==> config.mk <==
export PLATFORM = sky130hd
export DESIGN_NAME = ib_ram_page_loader
export DESIGN_NICKNAME = d
export VERILOG_FILES = /design/src/rtl/ib_loader_pkg.sv /design/src/rtl/ib_rom_rd_align.sv /design/src/rtl/ib_ram_page_loader.sv
export SDC_FILE = /design/constraint.sdc
export NUM_CORES = 1
export LEC_CHECK = 0
export ABC_AREA = 1
export CORE_UTILIZATION = 25
export DETAILED_ROUTE_END_ITERATION = 8
export DONT_BUFFER_PORTS = 1
export GPL_ROUTABILITY_DRIVEN = 0
export PLACE_DENSITY = 0.49
export SLEW_MARGIN = 20
export SYNTH_ARGS = -nofsm -noshare
export SYNTH_HDL_FRONTEND = slang
export SYNTH_HIERARCHICAL = 1
export SYNTH_SLANG_ARGS = --single-unit
==> constraint.sdc <==
create_clock -name write_clk -period 1.4 [get_ports write_clk]
set_clock_uncertainty 0.2 [all_clocks]
set_input_delay 0.21 -clock write_clk [delete_from_list [all_inputs] [get_ports write_clk]]
set_output_delay 0.21 -clock write_clk [all_outputs]
set_load 0.03 [all_outputs]
==> src/rtl/ib_loader_pkg.sv <==
// ib_loader_pkg: shared FSM encoding, default ROM read latency and bank-bit position for the IB page loader
package ib_loader_pkg;
  typedef enum logic [1:0] {IDLE, LOAD, DRAIN, DONE} state_t;
  localparam int ROM_RD_LATENCY_DEF = 2;
  // The bank select sits in the MSB of page_addr_ram, directly above the page index.
  function automatic int bank_bit(input int page_bw);
    return page_bw;
  endfunction
endpackage

==> src/rtl/ib_rom_rd_align.sv <==
// ib_rom_rd_align: LAT-deep shift register aligning {valid,bank,page} with IB-ROM read data
//  clk, rst : clock, synchronous active-high reset (flushes every stage)
//  d        : word launched alongside the ROM address
//  q        : the same word LAT cycles later, coincident with the ROM data
module ib_rom_rd_align #(
  parameter int W   = 10,
  parameter int LAT = 2
) (
  input  logic         clk,
  input  logic         rst,
  input  logic [W-1:0] d,
  output logic [W-1:0] q
);
  logic [W-1:0] sr [LAT];
  always_ff @(posedge clk)
    if (rst) sr <= '{default: '0};
    else begin
      sr[0] <= d;
      for (int i = 1; i < LAT; i++) sr[i] <= sr[i-1];
    end
  assign q = sr[LAT-1];
endmodule

==> src/rtl/ib_ram_page_loader.sv <==
// ib_ram_page_loader: per-iteration refresh of VNU-F0/F1 and DNU IB-RAM pages from IB-ROMs, double-banked
//  write_clk, rst        : clock, synchronous active-high reset
//  load_req, load_iter   : start a refresh for load_iter (ignored while load_busy)
//  load_busy, load_done  : refresh in progress / one-cycle completion pulse (bank swapped)
//  rd_bank               : bank the datapath reads; writes always go to the other bank
//  vn_rom_addr_0/1, dn_rom_addr_2 : {iter,page} to the IB-ROMs; *_rom_data_* : ROM read data
//  page_addr_ram_0/1/2   : {wr_bank,page} to the IB-RAMs; ram_write_dataA_0/1/2 : write data
//  ib_ram_we             : [0]=VNU-F0, [1]=VNU-F1, [2]=DNU write enables
//  ovr_cnt               : saturating count of ignored requests, only with IB_LOADER_OVERRUN_CNT_EN
module ib_ram_page_loader
  import ib_loader_pkg::*;
#(
  parameter int ITER_ADDR_BW    = 5,
  parameter int VN_ROM_RD_BW    = 8,
  parameter int VN_PAGE_ADDR_BW = 6,
  parameter int VN_ROM_ADDR_BW  = 11,
  parameter int DN_ROM_RD_BW    = 2,
  parameter int DN_PAGE_ADDR_BW = 6,
  parameter int DN_ROM_ADDR_BW  = 11,
  parameter int ROM_RD_LATENCY  = ROM_RD_LATENCY_DEF
) (
  input  logic                       write_clk,
  input  logic                       rst,
  input  logic                       load_req,
  input  logic [ITER_ADDR_BW-1:0]    load_iter,
  output logic                       load_busy,
  output logic                       load_done,
  output logic                       rd_bank,
  output logic [VN_ROM_ADDR_BW-1:0]  vn_rom_addr_0,
  output logic [VN_ROM_ADDR_BW-1:0]  vn_rom_addr_1,
  output logic [DN_ROM_ADDR_BW-1:0]  dn_rom_addr_2,
  input  logic [VN_ROM_RD_BW-1:0]    vn_rom_data_0,
  input  logic [VN_ROM_RD_BW-1:0]    vn_rom_data_1,
  input  logic [DN_ROM_RD_BW-1:0]    dn_rom_data_2,
  output logic [VN_PAGE_ADDR_BW:0]   page_addr_ram_0,
  output logic [VN_PAGE_ADDR_BW:0]   page_addr_ram_1,
  output logic [DN_PAGE_ADDR_BW:0]   page_addr_ram_2,
  output logic [VN_ROM_RD_BW-1:0]    ram_write_dataA_0,
  output logic [VN_ROM_RD_BW-1:0]    ram_write_dataA_1,
  output logic [DN_ROM_RD_BW-1:0]    ram_write_dataA_2,
  output logic [2:0]                 ib_ram_we
`ifdef IB_LOADER_OVERRUN_CNT_EN
  ,output logic [7:0]                ovr_cnt
`endif
);
  localparam int N_DN = 2 ** DN_PAGE_ADDR_BW;
  localparam int CW   = $clog2(ROM_RD_LATENCY + 1);

  if (VN_ROM_ADDR_BW != ITER_ADDR_BW + VN_PAGE_ADDR_BW) begin : g_vn_bw_err
    $error("VN_ROM_ADDR_BW must equal ITER_ADDR_BW+VN_PAGE_ADDR_BW");
  end
  if (DN_ROM_ADDR_BW != ITER_ADDR_BW + DN_PAGE_ADDR_BW) begin : g_dn_bw_err
    $error("DN_ROM_ADDR_BW must equal ITER_ADDR_BW+DN_PAGE_ADDR_BW");
  end
  if (DN_PAGE_ADDR_BW > VN_PAGE_ADDR_BW || ROM_RD_LATENCY < 1) begin : g_cfg_err
    $error("need DN_PAGE_ADDR_BW <= VN_PAGE_ADDR_BW and ROM_RD_LATENCY >= 1");
  end

  state_t                     state;
  logic [ITER_ADDR_BW-1:0]    iter_q;
  logic [VN_PAGE_ADDR_BW-1:0] page;
  logic [CW-1:0]              cnt;
  logic                       ld;
  logic                       dn_in;
  logic                       bank_d;
  logic [VN_PAGE_ADDR_BW-1:0] page_d;

  always_ff @(posedge write_clk)
    if (rst) begin
      state     <= IDLE;
      iter_q    <= '0;
      page      <= '0;
      cnt       <= '0;
      load_busy <= 1'b0;
      load_done <= 1'b0;
      rd_bank   <= 1'b0;
    end else begin
      load_done <= 1'b0;
      case (state)
        IDLE:
          if (load_req) begin
            state     <= LOAD;
            iter_q    <= load_iter;
            page      <= '0;
            load_busy <= 1'b1;
          end
        LOAD:
          if (page == '1) begin
            state <= DRAIN;
            cnt   <= '0;
          end else page <= page + VN_PAGE_ADDR_BW'(1);
        DRAIN:
          if (cnt == CW'(ROM_RD_LATENCY - 1)) begin
            state     <= DONE;
            load_done <= 1'b1;
          end else cnt <= cnt + CW'(1);
        DONE: begin
          state     <= IDLE;
          rd_bank   <= ~rd_bank;
          load_busy <= 1'b0;
        end
      endcase
    end

  assign ld    = state == LOAD;
  assign dn_in = {1'b0, page} < (VN_PAGE_ADDR_BW + 1)'(N_DN);

  // The DN address parks on its last page once the VN sweep runs past N_DN.
  assign vn_rom_addr_0 = {iter_q, page};
  assign vn_rom_addr_1 = {iter_q, page};
  assign dn_rom_addr_2 = {iter_q, dn_in ? page[DN_PAGE_ADDR_BW-1:0] : {DN_PAGE_ADDR_BW{1'b1}}};

  ib_rom_rd_align #(
    .W  (4 + VN_PAGE_ADDR_BW),
    .LAT(ROM_RD_LATENCY)
  ) u_align (
    .clk(write_clk),
    .rst(rst),
    .d  ({ld & dn_in, ld, ld, ~rd_bank, page}),
    .q  ({ib_ram_we, bank_d, page_d})
  );

  assign page_addr_ram_0   = {bank_d, page_d};
  assign page_addr_ram_1   = {bank_d, page_d};
  assign page_addr_ram_2   = {bank_d, page_d[DN_PAGE_ADDR_BW-1:0]};
  assign ram_write_dataA_0 = ib_ram_we[0] ? vn_rom_data_0 : '0;
  assign ram_write_dataA_1 = ib_ram_we[1] ? vn_rom_data_1 : '0;
  assign ram_write_dataA_2 = ib_ram_we[2] ? dn_rom_data_2 : '0;

`ifdef IB_LOADER_OVERRUN_CNT_EN
  always_ff @(posedge write_clk)
    if (rst) ovr_cnt <= '0;
    else if (load_req && state != IDLE && ovr_cnt != 8'hff) ovr_cnt <= ovr_cnt + 8'd1;
`endif
endmodule

==> qor.txt <==
status: finished with violations
failing checks: hold timing, setup timing
clock-pin slew on the worst setup and hold paths: 0.08 ns
setup_tns: -0.602 ns
Avg Cell Area, Syn: 7.26 um^2
Max Cap Viol: 0
Top FF cell, synth: dfxtp_1
Final Setup Violations: 10
Avg WL per Cell: 9.73 um
hold path start: rst
number of synthesized register bits: 38
Pre-antenna DRT Iters: 4
antenna violations before repair: 0
core region area: 7810 um^2
Initial Utilization: 26.1%
RSZ-0062 raised after global routing: true
Peak supply drop: 0.000488 V
# rows: 32
Worst Path Max Fanout: 6
Setup crit end kind: flip-flop
nets: 327
kind of critical path: reg2reg
Net Count, Synth: 314
overall routed net length: 3860 um
Syn Std Cell Area: 2040 um^2
vias post-DR: 1524
Critical Path RT: 1.40 ns
max-slew violations: 0
gr usage total: 9.80%
CTS hold repair buffers: 15
Initial DRC Count: 57
Antenna Cells: 0
HPWL Detailed: 2780 um
die area: 8530 um^2
final worst path period share: 106%
P_leak: 1.24 nW
H-Tree Depth: 2
Die X-Extent: 92.4 um
P per Cell Area: 1820 nW/um^2
Non-Filler Instances: 397
share of cells above drive strength 1: 33.2%
Clock Sinks: 38
Worst-Skew Late Latency: 0.29 ns
Async SR Flop Fraction: 0%
most frequent cells in the layout: nor2_1, nand2_1, inv_1
Post-synth EDFFs: 0
sequential-to-total area share from yosys stat: 37.3%
Final Hold Violating Endpoints: 13
area grow syn2layout: 23.5%
drc violations: 0
final worst path period need: 1.49 ns
Hold Path Class: in2reg
vias in the first global route: 1386
first-pass GRT wire length: 6440 um
GR Overflow Total: 0
Root Driver: clkbuf_8
fmax: 672 MHz
commonest non-fill, non-tap cell in the layout: nor2_1
Worst Reg-to-Reg Cells: 9
Yosys cell types: 21
cts bufs inserted: 5
crit path DAT: 1.48 ns
Ys Warns: 6
CP Launch Type: flip-flop
Final Hold Slack: -0.219 ns
CP startpoint: state[1]
DIE HEIGHT: 92.4 um
Worst slew margin: 69.6%
Antenna Nets Post-Route: 0
Util after Layout: 32.3%
Worst-Margin Slew: 0.456 ns
DR vias/cell: 3.84
Final WS setup: -0.0874 ns
reg2reg start: state[1]
input/output buffers: 0
maximum buffer depth of the clock tree: 2
Fill cells: 845
CTS tree: built
cells after synthesis: 281
dpl cells: 369
largest net degree at the start of global routing: 25
Hold Path Depth: 1
# IOs: 104
## power by group
| part | internal [mW] | switching (mW) |
|---|---|---|
| logic | 0.915 | 1.44 |
| registers | 1.29 | 0.143 |
| clock network | 0.396 | 0.396 |
| total | 2.60 | 1.97 |
## registers in the layout (all words and copies together), names as in the netlist
name,flops
cnt,2
iter_q,5
state,2
u_align/q,10
load_busy,1
u_align/sr,10
page,6
rd_bank,1
load_done,1
## critical path, cell delays in order, from the launching register on
cell,delay [ns]
dfxtp_2,0.34
inv_4,0.08
ha_4,0.13
inv_2,0.03
or2_4,0.23
buf_6,0.13
nand3_4,0.10
nand2_1,0.06
nand2_1,0.05
nor2_1,0.04
## routing by layer
metal / vias up / share of wire [%] / global-route usage (%) / wire (um)
li1: 807 / - / - / -
met1: 655 / 41 / 10.7 / 1580
met2: 55 / 49 / 16.3 / 1880
met3: 7 / 8.2 / 3.86 / 316
met4: 0 / 2.2 / 5.08 / 85
met5: - / 0 / 0 / 0
## per-stage QoR
| step | power (mW) | area [um^2] | worst slack, ns |
|---|---|---|---|
| 2_1_floorplan | 3.23 | 2110 | -0.0640 |
| 3_3_place_gp | 3.51 | 2160 | -0.0879 |
| 3_5_place_dp | 3.53 | 2160 | -0.113 |
| 4_1_cts | 4.43 | 2430 | -0.0917 |
| 5_1_grt | 4.94 | 2520 | -0.193 |
| 6_report | 4.58 | 2520 | -0.0874 |
## cell usage after synthesis, types with 2 or more instances
library cell  number  area (um^2)
dfxtp_1           38          761
nand3_1            4         20.0
buf_4             46          345
inv_1             59          221
nand4_1            6         37.5
nand3_2            2         20.0
nand2_1           43          161
nand2_2            3         18.8
ha_1               7         87.6
a21oi_1            6         30.0
o21ai_0            9         45.0
nor2_1            43          161
buf_6              4         45.0
nor3_1             2         10.0
or2_0              2         12.5
clkbuf_1           2         7.51
## cells by family after synthesis
| family | count (synthesis) | share of synthesized area, % |
|---|---|---|
| AOI/OAI and AO/OA | 16 | 3.92 |
| xor gates and xnor gates | 1 | 0.429 |
| adders and majority gates | 7 | 4.29 |
| buffers and inverters | 112 | 31.0 |
| DFF | 38 | 37.3 |
| and+or+nand+nor | 107 | 23.1 |
## area by class of cell
type	count	area, um^2	share of cell area (%)
Clock inverter	2	12.5	0.496
Tap cell	102	128	5.06
Clock buffer	6	82.6	3.28
Inverter	59	226	8.98
Sequential cell	38	776	30.8
Timing Repair Buffer	59	566	22.4
Multi-Input combinational cell	131	731	29.0
## final timing paths
kind                                 to  slack (ns)
worst max-delay path            page[5]       -0.09
worst min-delay path            rd_bank       -0.22
worst max register to register  page[5]       -0.09
worst min register to register   cnt[1]        0.26
## what timing repair did
item	4_1_cts	5_1_grt
pin swaps	8	9
hold endpoints to repair	28	13
resized for setup	9	31
setup endpoints to repair	29	29
setup buffers	1	3
cloned	1	0
No activity file was read; power rests on OpenSTA's default activity.
